**src/rtl/pwm_ramp_controller_if.sv**
```systemverilog
// rtl/pwm_ramp_controller_if.sv - target-duty request handshake between requester and ramp controller
interface pwm_ramp_controller_if #(
    parameter int DW = 4
);
    logic          tgt_valid;
    logic          tgt_ready;
    logic [DW-1:0] tgt_duty;

    modport master (output tgt_valid, output tgt_duty, input tgt_ready);
    modport slave  (input tgt_valid, input tgt_duty, output tgt_ready);
endinterface

```
**src/rtl/pwm_ramp_controller.sv**
```systemverilog
// rtl/pwm_ramp_controller.sv - soft-start duty sequencer driving the PWM generator's step inputs
// Optional manual buttons in IDLE: define PWM_RAMP_MANUAL_EN.
module pwm_ramp_controller #(
    parameter int DUTY_MAX    = 9,
    parameter int DUTY_RESET  = 5,
    parameter int STEP_CYCLES = 16,
    parameter int DW          = 4
) (
    input  logic                  clk,
    input  logic                  rst,
    pwm_ramp_controller_if.slave  tgt,
    input  logic                  abort,
`ifdef PWM_RAMP_MANUAL_EN
    input  logic                  btn_up,
    input  logic                  btn_down,
`endif
    output logic                  increase_duty,
    output logic                  decrease_duty,
    output logic [DW-1:0]         duty_track,
    output logic                  busy,
    output logic                  done,
    output logic                  err_range
);
    typedef enum logic [1:0] {IDLE, RAMP_UP, RAMP_DOWN} state_t;

    localparam logic [DW-1:0] DMAX  = DW'(DUTY_MAX);
    localparam logic [DW-1:0] DRST  = DW'(DUTY_RESET);
    localparam logic [15:0]   TLOAD = 16'(STEP_CYCLES - 1);

    state_t        state;
    logic [15:0]   timer;
    logic [DW-1:0] target;
    logic [DW-1:0] clamped;
    logic [DW-1:0] step_duty;

    always_comb begin
        clamped   = (tgt.tgt_duty > DMAX) ? DMAX : tgt.tgt_duty;
        step_duty = (state == RAMP_UP) ? duty_track + DW'(1) : duty_track - DW'(1);
    end

`ifdef PWM_RAMP_MANUAL_EN
    logic btn_up_q, btn_down_q;
    logic manual_up, manual_down;

    // A pulse in the previous cycle blocks buttons so step pulses never abut.
    always_comb begin
        manual_up   = btn_up && !btn_up_q && !(btn_down && !btn_down_q)
                      && (duty_track < DMAX) && !(increase_duty || decrease_duty);
        manual_down = btn_down && !btn_down_q && !(btn_up && !btn_up_q)
                      && (duty_track > '0) && !(increase_duty || decrease_duty);
    end
`endif

    always_ff @(posedge clk) begin
        if (rst) begin
            state         <= IDLE;
            timer         <= '0;
            target        <= DRST;
            duty_track    <= DRST;
            tgt.tgt_ready <= 1'b1;
            increase_duty <= 1'b0;
            decrease_duty <= 1'b0;
            busy          <= 1'b0;
            done          <= 1'b0;
            err_range     <= 1'b0;
`ifdef PWM_RAMP_MANUAL_EN
            btn_up_q      <= 1'b0;
            btn_down_q    <= 1'b0;
`endif
        end else begin
            increase_duty <= 1'b0;
            decrease_duty <= 1'b0;
            done          <= 1'b0;
            err_range     <= 1'b0;
`ifdef PWM_RAMP_MANUAL_EN
            btn_up_q      <= btn_up;
            btn_down_q    <= btn_down;
`endif
            case (state)
                IDLE: begin
                    if (tgt.tgt_valid) begin
                        err_range <= (tgt.tgt_duty > DMAX);
                        target    <= clamped;
                        if (clamped == duty_track) begin
                            done <= 1'b1;
                        end else begin
                            state         <= (clamped > duty_track) ? RAMP_UP : RAMP_DOWN;
                            timer         <= TLOAD;
                            busy          <= 1'b1;
                            tgt.tgt_ready <= 1'b0;
                        end
                    end
`ifdef PWM_RAMP_MANUAL_EN
                    else if (manual_up) begin
                        increase_duty <= 1'b1;
                        duty_track    <= duty_track + DW'(1);
                    end else if (manual_down) begin
                        decrease_duty <= 1'b1;
                        duty_track    <= duty_track - DW'(1);
                    end
`endif
                end
                RAMP_UP, RAMP_DOWN: begin
                    if (abort) begin
                        state         <= IDLE;
                        timer         <= '0;
                        busy          <= 1'b0;
                        tgt.tgt_ready <= 1'b1;
                    end else if (timer == '0) begin
                        increase_duty <= (state == RAMP_UP);
                        decrease_duty <= (state == RAMP_DOWN);
                        duty_track    <= step_duty;
                        if (step_duty == target) begin
                            state         <= IDLE;
                            timer         <= '0;
                            busy          <= 1'b0;
                            done          <= 1'b1;
                            tgt.tgt_ready <= 1'b1;
                        end else begin
                            timer <= TLOAD;
                        end
                    end else begin
                        timer <= timer - 16'd1;
                    end
                end
                default: begin
                    state         <= IDLE;
                    busy          <= 1'b0;
                    tgt.tgt_ready <= 1'b1;
                end
            endcase
        end
    end
endmodule
```
**src/flat_wrapper.sv**
```systemverilog
// flat-port wrapper written by rule: the top's interface ports become plain ports
module pwm_ramp_controller_flat 
#(
    parameter int DUTY_MAX    = 9,
    parameter int DUTY_RESET  = 5,
    parameter int STEP_CYCLES = 16,
    parameter int DW          = 4
)
  (clk, rst, abort, increase_duty, decrease_duty, duty_track, busy, done, err_range, tgt_tgt_valid, tgt_tgt_duty, tgt_tgt_ready);
  pwm_ramp_controller_if #(.DW(DW)) tgt_i ();
  input  logic clk;
  input  logic rst;
  input  logic abort;
  output logic increase_duty;
  output logic decrease_duty;
  output logic [DW-1:0] duty_track;
  output logic busy;
  output logic done;
  output logic err_range;
  input wire logic [$bits(tgt_i.tgt_valid)-1:0] tgt_tgt_valid;
  input wire logic [$bits(tgt_i.tgt_duty)-1:0] tgt_tgt_duty;
  output wire logic [$bits(tgt_i.tgt_ready)-1:0] tgt_tgt_ready;
  assign tgt_i.tgt_valid = tgt_tgt_valid;
  assign tgt_i.tgt_duty = tgt_tgt_duty;
  assign tgt_tgt_ready = tgt_i.tgt_ready;
  pwm_ramp_controller #(.DUTY_MAX(DUTY_MAX), .DUTY_RESET(DUTY_RESET), .STEP_CYCLES(STEP_CYCLES), .DW(DW)) u_core (.clk(clk), .rst(rst), .tgt(tgt_i), .abort(abort), .increase_duty(increase_duty), .decrease_duty(decrease_duty), .duty_track(duty_track), .busy(busy), .done(done), .err_range(err_range));
endmodule
```
**config.mk**
```make
export PLATFORM = sky130hd
export DESIGN_NAME = pwm_ramp_controller_flat
export DESIGN_NICKNAME = d
export VERILOG_FILES = /design/src/rtl/pwm_ramp_controller_if.sv /design/src/rtl/pwm_ramp_controller.sv /design/src/flat_wrapper.sv
export SDC_FILE = /design/constraint.sdc
export NUM_CORES = 1
export LEC_CHECK = 0
export CORE_MARGIN = 1.5
export CORE_UTILIZATION = 54
export CTS_BUF_LIST = sky130_fd_sc_hd__clkbuf_2 sky130_fd_sc_hd__clkbuf_4 sky130_fd_sc_hd__clkbuf_8
export CTS_CLUSTER_SIZE = 14
export DETAILED_ROUTE_END_ITERATION = 6
export PLACE_DENSITY = 0.79
export SLEW_MARGIN = 20
export SYNTH_ARGS = -nofsm -noshare
export SYNTH_HDL_FRONTEND = slang
export SYNTH_SLANG_ARGS = --single-unit
```
**constraint.sdc**
```tcl
create_clock -name clk -period 2.4 [get_ports clk]
set_input_delay 0.48 -clock clk [delete_from_list [all_inputs] [get_ports clk]]
set_output_delay 0.48 -clock clk [all_outputs]
set_load 0.02 [all_outputs]
```
==> results_dict.tcl <==
set metrics [dict create \
    final_common_cell "dfxtp_1" \
    synthesis.area_mm2 0.00198 \
    hold_end "u_core.busy" \
    layout-drive-gt1-share_pct 19.0 \
    synthArstFlopShare_pct 0 \
    max_freq_ghz 0.436 \
    pwr-share-seq_pct 27.4 \
    finalSetupViolCount 0 \
    placed_area_mm2 0.00231 \
    critPathCaptureType "flop" \
    clockBufferDepth 2 \
    hp-start "u_core.busy" \
    rrSetupSlack_ns 0.11 \
    numCtsBuffers 5 \
    synth.avg_cell_area_um2 9.00 \
    required_ns 2.64 \
    setup.worst_path.class "primary input to flop" \
    io_buffers 17 \
    placed_cells 289 \
    period_needed_ns 2.30 \
    ys_warn_count 0 \
    dieWidth_um 63.5 \
    switching_share_pct 44.2 \
    postCtsHoldBufs 0 \
    num_rows 21 \
    synth_top_area_share_pct 32.4 \
    fillers 269 \
    maxCapViolations 0 \
    io_pins 18 \
    cp-start-kind "primary input" \
    clkPwrFrac_pct 10.9 \
    maxSlewHeadroom_pct 75.2 \
    ys_top_cells_by_area "dfxtp_1 (32%), xnor2_1 (8.0%), ha_1 (7.6%)" \
    slowest_stage "clkdlybuf4s50_1" \
    final_antenna_net_count 0 \
    cts_tree "done" \
    cts-root-buf "clkbuf_4" \
    drc 0 \
    first_iter_violations 96 \
    clkSlewWorstSetupHoldPaths_ns 0.09 \
    antenna_found_initial 0 \
    cp_max_fo 4 \
    finalInstanceArea_mm2 0.00241 \
    core_area_mm2 0.00342 \
    final_cell_mix "dfxtp_1 (32), nor2_1 (27), xnor2_1 (18)" \
    peakVddDrop_uv 691 \
    vias 1653 \
    stdcell_count 299 \
    htree_levels 2 \
    worstMarginPinSlew_ns 0.372 \
    yosys_most_used_dff "dfxtp_1" \
    synthCells 220 \
    track_usage_pct 23.1 \
    hold_viol 0 \
    cp_common_cell "buf_4" \
    powerDensity_mw_per_mm2 1350 \
    grt_setup_unrepaired "no" \
    cp_cell_sequence "clkdlybuf4s50_1 -> buf_4 -> nor2b_1 -> ha_1 -> nand4_1 -> a21boi_2 -> buf_4 -> nor2_1 -> a31oi_4 -> a211o_1" \
    cp.buffers_inverters 3 \
    nets 273 \
    worstHoldPathType "flop to flop" \
    pwr-share-comb_pct 61.8 \
    vias_per_cell 5.53 \
    initial_core_util_pct 57.9 \
    syn_nets 241 \
    grt_max_degree 16 \
    area_growth_pct 21.6 \
    critPathTopFamily "buffers and inverters" \
    dpl.hpwl_mm 3.03 \
    yosysSeqAreaShare_pct 32.4 \
    p_leak_nw 0.940 \
    synth_top_area_cell "dfxtp_1" \
    r2r_cells 10 \
    grt_pass1_vias 1639 \
    dieArea_mm2 0.00404 \
    gp_congestion 0.835 \
    antenna_cells 0 \
    intPower_w 0.00181 \
    net-switching-power_w 0.00143 \
    synth-seq-cells 32 \
    worstPathArrival_ns 2.53 \
    clock_latency_ns 0.35 \
    grt_overflow_total 0 \
    cts.sinks 32 \
    grt_pass1_wl_mm 7.27 \
    r2r_end "u_core.tgt.tgt_ready" \
    ys_types 51 \
    status "finished clean" \
    skew_ns 0.0143 \
    whs_path_depth 2 \
    cpPeakStageDelay_ns 0.44 \
    die_h_um 63.5 \
    reg2reg_from "u_core.state[1]" \
    period_share_pct 95.6 \
    firstDrtPassIters 4 \
    routed_wl_mm 4.20 \
    slew_violations 0 \
    wl_per_cell_um 14.0 \
    synth_edf_count 0 \
]
[tightest hold or removal path: cells and delay by family, from the launching register on]
family,cells,cell delay [ns]
multiplexers,1,0.06
flip-flops,1,0.32
AND/OR/NAND/NOR,1,0.05
[final cells by class]
| type | count | area [um^2] | share of cell area [%] |
|---|---|---|---|
| multi-input cells | 169 | 1280 | 53.3 |
| well taps | 46 | 57.6 | 2.39 |
| clock buffers | 8 | 66.3 | 2.76 |
| repair buffers | 34 | 323 | 13.4 |
| flip-flops and latches | 32 | 641 | 26.6 |
| inverters | 10 | 37.5 | 1.56 |
[cells in the mapped netlist (all sizes together), types with 6 or more instances]
library cell / n
nand2: 16
nor3: 13
xnor2: 18
a21oi: 14
dfxtp: 32
nor4: 11
o21ai: 6
inv: 10
ha: 12
clkbuf: 6
nor2: 28
[per-layer routing]
metal	up-vias	GRT usage (%)	wire length [um]
met2	35	38.6	1940
met5	-	0	0
li1	843	-	-
met3	6	5.18	169
met4	0	8.70	59
met1	769	29.0	2030
[per-stage QoR]
stage	TNS, ns	utilization [%]	hold WS (ns)	worst slack (ns)	total power (W)
after floorplan	0	-	0.437	0.158	0.00235
after CTS	0	69.5	0.472	0.0620	0.00319
after global placement	-3.32	67.5	0.446	-0.190	0.00279
after global routing	0	70.4	0.490	0.0170	0.00350
after detailed placement	-3.76	67.5	0.458	-0.223	0.00281
final	0	70.4	0.470	0.105	0.00324
[how the worst max path moves through the flow]
stage                          startpoint              endpoint  slack (ns)  cells past startpoint
after floorplan           u_core.state[1]  u_core.tgt.tgt_ready        0.16                      8
after global placement    tgt_tgt_duty[3]           u_core.busy       -0.19                     10
after detailed placement  tgt_tgt_duty[3]      u_core.timer[15]       -0.22                     11
after CTS                 u_core.state[1]  u_core.tgt.tgt_ready        0.06                     10
after global routing      tgt_tgt_duty[3]      u_core.timer[11]        0.02                     10
final                     tgt_tgt_duty[3]  u_core.tgt.tgt_ready        0.10                     10
[power groups by stage]
stage	sequential [W]	clock (W)	combinational [W]
floorplan	0.000880	0	0.00148
global placement	0.000887	0	0.00190
detailed placement	0.000893	0	0.00192
CTS	0.000882	0.000365	0.00195
global route	0.000909	0.000377	0.00222
finish	0.000886	0.000352	0.00200
[cells by family (layout without fill, tap and decap cells)]
logic type,after synthesis,count (layout),share of synthesized area [%]
compound gates,34,34,11.7
xor+xnor,21,21,10.7
fa+ha+maj,13,13,8.60
buf+inv,19,52,3.79
flops,32,32,32.4
mux,3,3,1.52
simple gates,98,98,31.3
[registers in the layout (all words and copies together) (netlist names)]
name / count
u_core.increase_duty: 1
u_core.busy: 1
u_core.target: 4
u_core.state: 2
u_core.duty_track: 4
u_core.decrease_duty: 1
u_core.err_range: 1
u_core.timer: 16
u_core.done: 1
u_core.tgt.tgt_ready: 1
[timing repair]
action / 4_1_cts / 5_1_grt
buffers inserted: 0 / 2
endpoints found under the setup margin: 1 / 16
gates resized for setup: 0 / 5
cloned: 0 / 0
pin swaps: 1 / 4
No activity file was read; power rests on OpenSTA's default activity.
